--- src/rtl/hazard_pkg.sv ---
// Shared definitions for the hazard controller / memory-port arbiter slice.
//   arb_state_e     : state encoding of the shared-port arbiter
//   REG_ADDR_W_DEF  : default register-index width
//   TURNAROUND_MAX  : largest supported bus turnaround (idle cycles)
//   GAP_CNT_W       : width of the turnaround gap counter
package hazard_pkg;

    typedef enum logic [1:0] {
        ARB_IDLE = 2'd0,
        ARB_IF   = 2'd1,
        ARB_D    = 2'd2,
        ARB_GAP  = 2'd3
    } arb_state_e;

    localparam int unsigned REG_ADDR_W_DEF = 2;
    localparam int unsigned TURNAROUND_MAX = 3;
    localparam int unsigned GAP_CNT_W      = 2;

endpackage

--- src/rtl/mem_port_arb.sv ---
// Sequential arbiter for the single shared memory port (instruction fetch vs
// data access), with a programmable idle gap after every finished access.
// Ports:
//   clk, reset_n   clock / asynchronous active-low reset
//   d_req_mem      MEM stage needs the port (wins over fetch in IDLE)
//   fetch_want     IF stage wants to fetch
//   abort          in-flight fetch abandoned by a control miss
//   mem_ready      current access completes this cycle
//   state_o        current arbiter state
module mem_port_arb
    import hazard_pkg::*;
#(
    parameter int unsigned TURNAROUND = 1
) (
    input  logic       clk,
    input  logic       reset_n,
    input  logic       d_req_mem,
    input  logic       fetch_want,
    input  logic       abort,
    input  logic       mem_ready,
    output arb_state_e state_o
);

    localparam logic                 GAP_EN   = (TURNAROUND != 0);
    localparam logic [GAP_CNT_W-1:0] GAP_LOAD = (TURNAROUND == 0) ? '0
                                              : GAP_CNT_W'(TURNAROUND - 1);

    arb_state_e           state_q, state_d;
    logic [GAP_CNT_W-1:0] gap_q, gap_d;

    always_ff @(posedge clk or negedge reset_n) begin
        if (!reset_n) begin
            state_q <= ARB_IDLE;
            gap_q   <= '0;
        end else begin
            state_q <= state_d;
            gap_q   <= gap_d;
        end
    end

    always_comb begin
        state_d = state_q;
        gap_d   = gap_q;
        case (state_q)
            ARB_IDLE: begin
                if (d_req_mem) begin
                    state_d = ARB_D;
                end else if (fetch_want) begin
                    state_d = ARB_IF;
                end
            end
            ARB_IF: begin
                // A fetch is never pre-empted by a data request; only a
                // completion or a redirect ends it.
                if (mem_ready || abort) begin
                    state_d = GAP_EN ? ARB_GAP : ARB_IDLE;
                    gap_d   = GAP_LOAD;
                end
            end
            ARB_D: begin
                if (mem_ready) begin
                    state_d = GAP_EN ? ARB_GAP : ARB_IDLE;
                    gap_d   = GAP_LOAD;
                end
            end
            ARB_GAP: begin
                if (gap_q == '0) begin
                    state_d = ARB_IDLE;
                end else begin
                    gap_d = gap_q - 1'b1;
                end
            end
            default: state_d = ARB_IDLE;
        endcase
    end

    assign state_o = state_q;

endmodule

--- src/rtl/hazard_ctrl_arb.sv ---
// Pipeline hazard unit for the 5-stage core plus shared memory port arbiter.
// Generates ID data-hazard stalls, branch-miss flushes, MEM/IF memory stalls
// and the port grants for instruction fetch and data access.
// Ports:
//   clk, reset_n                       clock / asynchronous active-low reset
//   rs_id, rt_id, use_rs, use_rt       ID source registers and their use
//   use_rs_at_id                       ID consumes rs in ID (register jumps)
//   reg_write_{ex,mem,wb}              stage writes the register file
//   write_reg_{ex,mem,wb}              destination register of that stage
//   d_mem_read_ex                      load in EX
//   d_req_mem                          load/store in MEM needs the port
//   jump_miss, cond_branch_miss        mispredictions resolved this cycle
//   mem_ready                          shared port access completes
//   i_mem_read, d_mem_grant            port ownership this cycle
//   pc_write, ir_write                 PC / IF-ID enables
//   freeze_ex, freeze_mem              hold EX / MEM registers
//   bubblify_id, bubblify_mem          zero control of ID / MEM outputs
//   flush_if                           load IR with nop
//   incr_num_inst                      one instruction retires cleanly
//   perf_stall_cyc, perf_flush, perf_arb_wait
//                                      saturating counters, present only when
//                                      HAZARD_PERF_CNT_EN is defined
module hazard_ctrl_arb
    import hazard_pkg::*;
#(
    parameter int unsigned REG_ADDR_W         = REG_ADDR_W_DEF,
    parameter int unsigned DATA_FORWARDING    = 1,
    parameter int unsigned RF_SELF_FORWARDING = 1,
    parameter int unsigned TURNAROUND         = 1,
    parameter int unsigned PERF_W             = 16
) (
    input  logic                  clk,
    input  logic                  reset_n,
    input  logic [REG_ADDR_W-1:0] rs_id,
    input  logic [REG_ADDR_W-1:0] rt_id,
    input  logic                  use_rs,
    input  logic                  use_rt,
    input  logic                  use_rs_at_id,
    input  logic                  reg_write_ex,
    input  logic                  reg_write_mem,
    input  logic                  reg_write_wb,
    input  logic [REG_ADDR_W-1:0] write_reg_ex,
    input  logic [REG_ADDR_W-1:0] write_reg_mem,
    input  logic [REG_ADDR_W-1:0] write_reg_wb,
    input  logic                  d_mem_read_ex,
    input  logic                  d_req_mem,
    input  logic                  jump_miss,
    input  logic                  cond_branch_miss,
    input  logic                  mem_ready,
    output logic                  i_mem_read,
    output logic                  d_mem_grant,
    output logic                  pc_write,
    output logic                  ir_write,
    output logic                  freeze_ex,
    output logic                  freeze_mem,
    output logic                  bubblify_id,
    output logic                  bubblify_mem,
    output logic                  flush_if,
    output logic                  incr_num_inst
`ifdef HAZARD_PERF_CNT_EN
    ,
    output logic [PERF_W-1:0]     perf_stall_cyc,
    output logic [PERF_W-1:0]     perf_flush,
    output logic [PERF_W-1:0]     perf_arb_wait
`endif
);

    localparam logic FWD_EN     = (DATA_FORWARDING != 0);
    localparam logic RF_SELF_EN = (RF_SELF_FORWARDING != 0);

    arb_state_e arb_state;
    logic       miss;
    logic       miss_abort;
    logic       if_done;
    logic       d_done;
    logic       mem_stall;

    logic rs_ex, rt_ex, rs_mem, rt_mem, rs_wb, rt_wb;
    logic raw_ex, raw_mem, raw_wb;
    logic load_use, nofwd_stall, id_use_stall, id_stall;

    logic pc_write_c, ir_write_c, freeze_ex_c, freeze_mem_c;
    logic bubblify_id_c, bubblify_mem_c, flush_if_c;

    assign miss       = jump_miss | cond_branch_miss;
    assign if_done    = (arb_state == ARB_IF) & mem_ready;
    assign d_done     = (arb_state == ARB_D) & mem_ready;
    assign miss_abort = (arb_state == ARB_IF) & !mem_ready & miss;
    assign mem_stall  = d_req_mem & !d_done;

    mem_port_arb #(
        .TURNAROUND(TURNAROUND)
    ) u_arb (
        .clk       (clk),
        .reset_n   (reset_n),
        .d_req_mem (d_req_mem),
        .fetch_want(1'b1),
        .abort     (miss_abort),
        .mem_ready (mem_ready),
        .state_o   (arb_state)
    );

    // Source-vs-destination matches per stage.
    assign rs_ex  = use_rs & (rs_id == write_reg_ex);
    assign rt_ex  = use_rt & (rt_id == write_reg_ex);
    assign rs_mem = use_rs & (rs_id == write_reg_mem);
    assign rt_mem = use_rt & (rt_id == write_reg_mem);
    assign rs_wb  = use_rs & (rs_id == write_reg_wb);
    assign rt_wb  = use_rt & (rt_id == write_reg_wb);

    assign raw_ex  = reg_write_ex  & (rs_ex  | rt_ex);
    assign raw_mem = reg_write_mem & (rs_mem | rt_mem);
    assign raw_wb  = !RF_SELF_EN & reg_write_wb & (rs_wb | rt_wb);

    assign load_use    = d_mem_read_ex & (rs_ex | rt_ex);
    assign nofwd_stall = !FWD_EN & (raw_ex | raw_mem | raw_wb);
    // Register jumps read rs in ID, ahead of the forwarding network.
    assign id_use_stall = use_rs_at_id &
                          ((reg_write_ex  & (rs_id == write_reg_ex)) |
                           (reg_write_mem & (rs_id == write_reg_mem)));
    assign id_stall = load_use | nofwd_stall | id_use_stall;

    always_comb begin
        pc_write_c     = 1'b1;
        ir_write_c     = 1'b1;
        freeze_ex_c    = 1'b0;
        freeze_mem_c   = 1'b0;
        bubblify_id_c  = 1'b0;
        bubblify_mem_c = 1'b0;
        flush_if_c     = 1'b0;
        if (mem_stall) begin
            pc_write_c     = 1'b0;
            ir_write_c     = 1'b0;
            freeze_ex_c    = 1'b1;
            freeze_mem_c   = 1'b1;
            bubblify_mem_c = 1'b1;
        end else if (id_stall) begin
            pc_write_c    = 1'b0;
            ir_write_c    = 1'b0;
            bubblify_id_c = 1'b1;
        end else begin
            if (jump_miss) begin
                flush_if_c = 1'b1;
            end
            if (cond_branch_miss) begin
                flush_if_c    = 1'b1;
                bubblify_id_c = 1'b1;
            end
            // An aborted fetch still lets the redirect through: the PC takes
            // the new target and the IR is loaded with a nop this cycle.
            if (!if_done && !miss_abort) begin
                pc_write_c     = 1'b0;
                ir_write_c     = 1'b0;
                freeze_ex_c    = 1'b1;
                freeze_mem_c   = 1'b1;
                bubblify_mem_c = 1'b1;
                flush_if_c     = 1'b0;
            end
        end
    end

    // Every output is forced low while reset is asserted.
    assign i_mem_read    = reset_n & (arb_state == ARB_IF);
    assign d_mem_grant   = reset_n & (arb_state == ARB_D);
    assign pc_write      = reset_n & pc_write_c;
    assign ir_write      = reset_n & ir_write_c;
    assign freeze_ex     = reset_n & freeze_ex_c;
    assign freeze_mem    = reset_n & freeze_mem_c;
    assign bubblify_id   = reset_n & bubblify_id_c;
    assign bubblify_mem  = reset_n & bubblify_mem_c;
    assign flush_if      = reset_n & flush_if_c;
    assign incr_num_inst = reset_n & pc_write_c & !bubblify_id_c
                         & !bubblify_mem_c & !flush_if_c;

`ifdef HAZARD_PERF_CNT_EN
    logic [PERF_W-1:0] stall_cyc_q, flush_q, arb_wait_q;

    always_ff @(posedge clk or negedge reset_n) begin
        if (!reset_n) begin
            stall_cyc_q <= '0;
            flush_q     <= '0;
            arb_wait_q  <= '0;
        end else begin
            if (!pc_write_c && (stall_cyc_q != '1)) begin
                stall_cyc_q <= stall_cyc_q + 1'b1;
            end
            if (flush_if_c && (flush_q != '1)) begin
                flush_q <= flush_q + 1'b1;
            end
            if (d_req_mem && (arb_state != ARB_D) && (arb_wait_q != '1)) begin
                arb_wait_q <= arb_wait_q + 1'b1;
            end
        end
    end

    assign perf_stall_cyc = stall_cyc_q;
    assign perf_flush     = flush_q;
    assign perf_arb_wait  = arb_wait_q;
`endif

endmodule

--- config.mk ---
export PLATFORM = sky130hd
export DESIGN_NAME = hazard_ctrl_arb
export DESIGN_NICKNAME = d
export VERILOG_FILES = /design/src/rtl/hazard_pkg.sv /design/src/rtl/mem_port_arb.sv /design/src/rtl/hazard_ctrl_arb.sv
export SDC_FILE = /design/constraint.sdc
export NUM_CORES = 1
export LEC_CHECK = 0
export CAP_MARGIN = 25
export CORE_MARGIN = 1.5
export CORE_UTILIZATION = 23
export DETAILED_ROUTE_END_ITERATION = 8
export GPL_TIMING_DRIVEN = 1
export SKIP_LAST_GASP = 1
export SYNTH_ARGS = -nofsm -noshare
export SYNTH_HDL_FRONTEND = slang
export SYNTH_SLANG_ARGS = --single-unit
--- constraint.sdc ---
create_clock -name clk -period 1.57 [get_ports clk]
set_input_delay 0.314 -clock clk [delete_from_list [all_inputs] [get_ports clk]]
set_output_delay 0.314 -clock clk [all_outputs]
set_load 0.01 [all_outputs]
Word-level counts from Yosys, hierarchy flattened:

Index checks and enable logic that the tools add are counted.

* bits in registers: 4
* latch bits: 0
* memory bits (writable): 0
* ROM bits: 0
* input bits: 23
* output and inout port bits: 10
* logic and storage cells: 74
* memories kept: 0

* add/sub/neg operators: 1
* multipliers: 0
* divide/modulo/power cells: 0
* order comparisons: 0
* eq/ne operators: 10
* shift-type cells: 0
* mux-type cells: 23
* bitwise operators: 24
* reductions and logical operators: 14

Operators by type and width (number)
* 1-bit bitwise AND: 20
* 1-bit two-way mux: 14
* 2-bit two-way mux: 7
* 2-bit case mux with 4 select lines: 1
* 1-bit logical NOT: 7
* 2-bit equality test: 3
* 2-bit case mux with 3 select lines: 1
* 2-bit equality test (second input constant): 2
* 2-bit logical NOT: 2
* 2-bit by 1-bit != test with 1-bit output (second input constant): 2
* 2-bit != test (second input constant): 2
* 1-bit OR: 4
* 4-bit AND reduction: 1
* 3-bit AND reduction: 1
* 3-bit nonzero test: 1
* 2-bit by 1-bit equality test with 1-bit output (second input constant): 1
* 2-bit by 1-bit subtractor with 2-bit output (second input constant): 1
* 1-bit logical AND: 1
* 1-bit logical OR: 1

Longest topological paths before layout:

* word-level depth: 12
* depth in mapped cells: 7
* depth with buffers taken out: 6

Cells and area by module:

Synthesis repeated with hierarchy kept, for this count alone.

* cell total of the unflattened synthesis: 64
* area total of the unflattened synthesis: 554.3 um2

By module, submodules not included
* mem_port_arb: instances 1, cells each 31, area an instance 325.3 um2, seq. area each 100.1 um2
* hazard_ctrl_arb: instances 1, cells each 33, area an instance 229.0 um2, seq. area each 0.0 um2

Worst setup path before layout:

OpenSTA, ideal clock, no wires.

* path type: flip-flop to output port
* start point: register u_arb.state_q[0] (netlist: u_arb.state_o[0])
* end point: output port freeze_ex
* data arrival time: 1461 ps
* setup slack: -205 ps
* cell stages (with the launch flop): 8
* cells stage by stage: dfrtp_1 > inv_1 > ha_1 > a21bo_2 > o311ai_0 > nand2_1 > a21oi_1 > buf_4

* cells in the longest elaborated chain, start to end: 9

Ends and longest elaborated chain
* start: declaration: line mem_port_arb.sv:28 `arb_state_e state_q, state_d;`
* start signal: assignment: line mem_port_arb.sv:36 `state_q <= state_d;`
* 2-bit by 1-bit equality test with 1-bit output: line hazard_ctrl_arb.sv:86, hazard_ctrl_arb.sv:88
* 1-bit bitwise AND (2 in series): line hazard_ctrl_arb.sv:88 `assign miss_abort = (arb_state == ARB_IF) & !mem_ready & miss;`
* 1-bit logical NOT: line hazard_ctrl_arb.sv:151 `if (!if_done && !miss_abort) begin`
* 1-bit logical AND: line hazard_ctrl_arb.sv:151
* 1-bit two-way mux (2 in series)
* 1-bit two-way mux (*)
* 1-bit bitwise AND (*)
* end: declaration: line hazard_ctrl_arb.sv:54 `output logic freeze_ex,`

Mark *: on every way between the ends. The rest lies on a longest branch, timed or not.

Worst setup path after layout:

* start point: register u_arb.state_q[0] (netlist: u_arb.state_o[0])
* end point: output port incr_num_inst

* cells in the longest elaborated chain, start to end: 12

Ends and longest elaborated chain
* 2-bit by 1-bit equality test with 1-bit output: line hazard_ctrl_arb.sv:86, hazard_ctrl_arb.sv:88
* 1-bit bitwise AND (2 in series): line hazard_ctrl_arb.sv:88
* 1-bit logical NOT: line hazard_ctrl_arb.sv:151
* 1-bit logical AND: line hazard_ctrl_arb.sv:151
* 1-bit two-way mux: line hazard_ctrl_arb.sv:151
* 1-bit two-way mux: line hazard_ctrl_arb.sv:137 `end else if (id_stall) begin`
* 1-bit two-way mux: line hazard_ctrl_arb.sv:131 `if (mem_stall) begin`
* 1-bit bitwise AND (2 in series): line hazard_ctrl_arb.sv:172 `assign incr_num_inst = reset_n & pc_write_c & !bubblify_id_c`
* 1-bit bitwise AND: line hazard_ctrl_arb.sv:173 `& !bubblify_mem_c & !flush_if_c;`
* 1-bit bitwise AND (*): line hazard_ctrl_arb.sv:173
* end: declaration: line hazard_ctrl_arb.sv:59 `output logic incr_num_inst`

Marked as above.

==> impl_metrics.toml <==
[worst_setup_path]
worstPathRequired_ps = 1260
path_max_fanout = 3
crit_buf_inv = 3
cp.arrival_ps = 1520
r2r-end = "u_arb.state_o[0]$_DFFE_PN0P_"
rr_worst_depth = 7
crit_path_cell_trace = "inv_2 > ha_4 > a21bo_4 > buf_4 > o311ai_4 > nor4_2 > buf_2"
critPathSlowestCell = "dfrtp_1"
crit_family = "flip-flops"
path_class = "flip-flop to output pin"
ff2ff_setup_slack_ps = -90
crit_path_start_kind = "flip-flop"
cpPeakStageDelay_ps = 390
crit_path_end_kind = "output pin"
worstReg2RegStart = "u_arb.state_o[0]$_DFFE_PN0P_"
timing.critical_path.from = "u_arb.state_o[0]$_DFFE_PN0P_"

[cts]
clk_pin_slew_ps = 40
clkSinkCount = 4
cts_hold_buf = 0
root_buffer = "clkbuf_4"
clock_path_buffers = 2
htree_levels = 1
clk_latency_ps = 230
cts_tree = "yes"
cts_buffers = 3

[die]
io_pins = 33
fp.dieH_um = 49.2
start_util_pct = 24.7
core_area_mm2 = 0.00198
die-width_um = 49.2
die-area_mm2 = 0.00242
fp-row-count = 16

[finish]
n_antenna_cell = 0
drive_above_1_share_pct = 47.7
stdcell_count = 134
final_cell_mix = "dlygate4sd2_1, buf_4, buf_2"
area_growth_pct = 109
final_core_util_pct = 51.7
nNetsFinal = 137
fin_area_mm2 = 0.00102

[sta]
hold_viol_final = 0
slew_violations = 0
worst_slack_ps = -267
max_freq_mhz = 544
hold_ws_ps = 161
clock-skew-final_ps = 4.32
tightest_slew_ps = 332
grt_setup_unrepaired = "yes"
layout_min_cycle_time_ps = 1840
relSlewSlack_pct = 77.8
fin_crit_sh_pct = 117
setup-tns-final_ps = -2180
setup-violations-final = 13

[synth]
syn-num-nets = 86
synth-simple-area-share_pct = 23.7
synth_top_family_by_area = "simple AND/OR/NAND/NOR gates"
postSynthCellCount = 58
synth_cell_types = 24
ys_ff_latch = 4
synth_compound_area_share_pct = 17.1
netlist_area_um2 = 490
yosysSeqAreaShare_pct = 20.4
syn_avg_cell_area_um2 = 8.46
yosysWarnings = 0
synthMuxAreaShare_pct = 6.12
synth_fa_ha_area_share_pct = 12.8
synthXorXnorAreaFrac_pct = 10.7

[detailed_routing]
vias = 595
via_per_inst = 4.44
drc = 0
dr.pass1.iters = 2
post_drt_wl_per_cell_um = 11.2
ant_nets = 0
wl_um = 1500
first_iter_violations = 1

[placed_design]
dp_slack_ps = -796
gp_congestion = 0.722
placedCellCount = 127
numPortBuffers = 29
dp_hpwl_um = 1200
dpl_cell_area_um2 = 951

[power]
power_density_mw_per_mm2 = 1060
peakVddDrop_mv = 0.738
p_leak_nw = 0.495
finalPower_mw = 1.08

[min_path]
hp-class = "input pin to async pin"

[run_status]
violations = "negative setup slack"
status = "finished with violations"

[grt]
grt_pass1_wl_um = 2630
grt_pass1_vias = 616
gr-total-overflow = 0
grt.total_usage_pct = 13.8
antenna_found_initial = 0
grt_max_degree = 8

[flow_run]
drv_cap = 0
==> where the power goes <==
group | internal, mW | switching, mW | total (mW)
logic | 0.457 | 0.341 | 0.798
clock network | 0.0851 | 0.0362 | 0.121
registers | 0.134 | 0.0298 | 0.164
==> how the worst max path moves through the flow <==
stage | to | cells after the start
after floorplan | freeze_ex | 7
after global placement | incr_num_inst | 6
after detailed placement | flush_if | 6
after CTS | freeze_mem | 6
after global routing | incr_num_inst | 8
final | incr_num_inst | 7
==> what timing repair did <==
| item | 4_1_cts | 5_1_grt |
|---|---|---|
| buffers inserted | 4 | 2 |
| gates resized for setup | 72 | 2 |
| gates cloned | 0 | 0 |
| endpoints found under the hold margin | 0 | 0 |
| endpoints found under the setup margin | 14 | 13 |
| pin swaps | 10 | 4 |
==> sequential cells by signal, summed over array words and instances (netlist names) <==
signal and count:
u_arb.gap_q 2, u_arb.state_o 2
==> logic make-up after synthesis <==
family	Yosys count
buffers and inverters	9
and+or+nand+nor	20
muxes	3
adders and majority gates	5
AOI/OAI and AO/OA	11
DFF	4
xor gates and xnor gates	6
==> layout make-up <==
| class | count | area [um^2] |
|---|---|---|
| timing repair buffer | 49 | 403 |
| tap | 27 | 33.8 |
| clock buffer | 3 | 22.5 |
| inverter | 6 | 22.5 |
| fill | 192 | 957 |
| multi-input combinational | 45 | 443 |
| sequential | 4 | 100 |
==> metal layers <==
layer,vias up,routed length (um),GRT usage (%)
met5,-,0,0
met4,0,0,0.476
li1,307,-,-
met3,0,74,5.21
met1,273,636,16.3
met2,15,784,24.8
==> cell usage after synthesis, drive strengths merged <==
master	number	area [um^2]
ha	5	62.6
dfrtp	4	100
nand3	5	25.0
nand2b	1	13.8
and2	1	6.26
o311ai	3	26.3
or2b	1	8.76
mux2i	3	30.0
o21ai	3	15.0
nor3	1	5.00
xnor2	6	52.6
nor4	1	6.26
or3b	1	8.76
a21oi	2	13.8
buf	3	22.5
o211a	1	10.0
nand4	2	12.5
a21bo	1	10.0
or3	1	7.51
nand2	3	11.3
inv	6	22.5
a22o	1	8.76
nor2	3	11.3
Power figures use the tool's default switching activity.
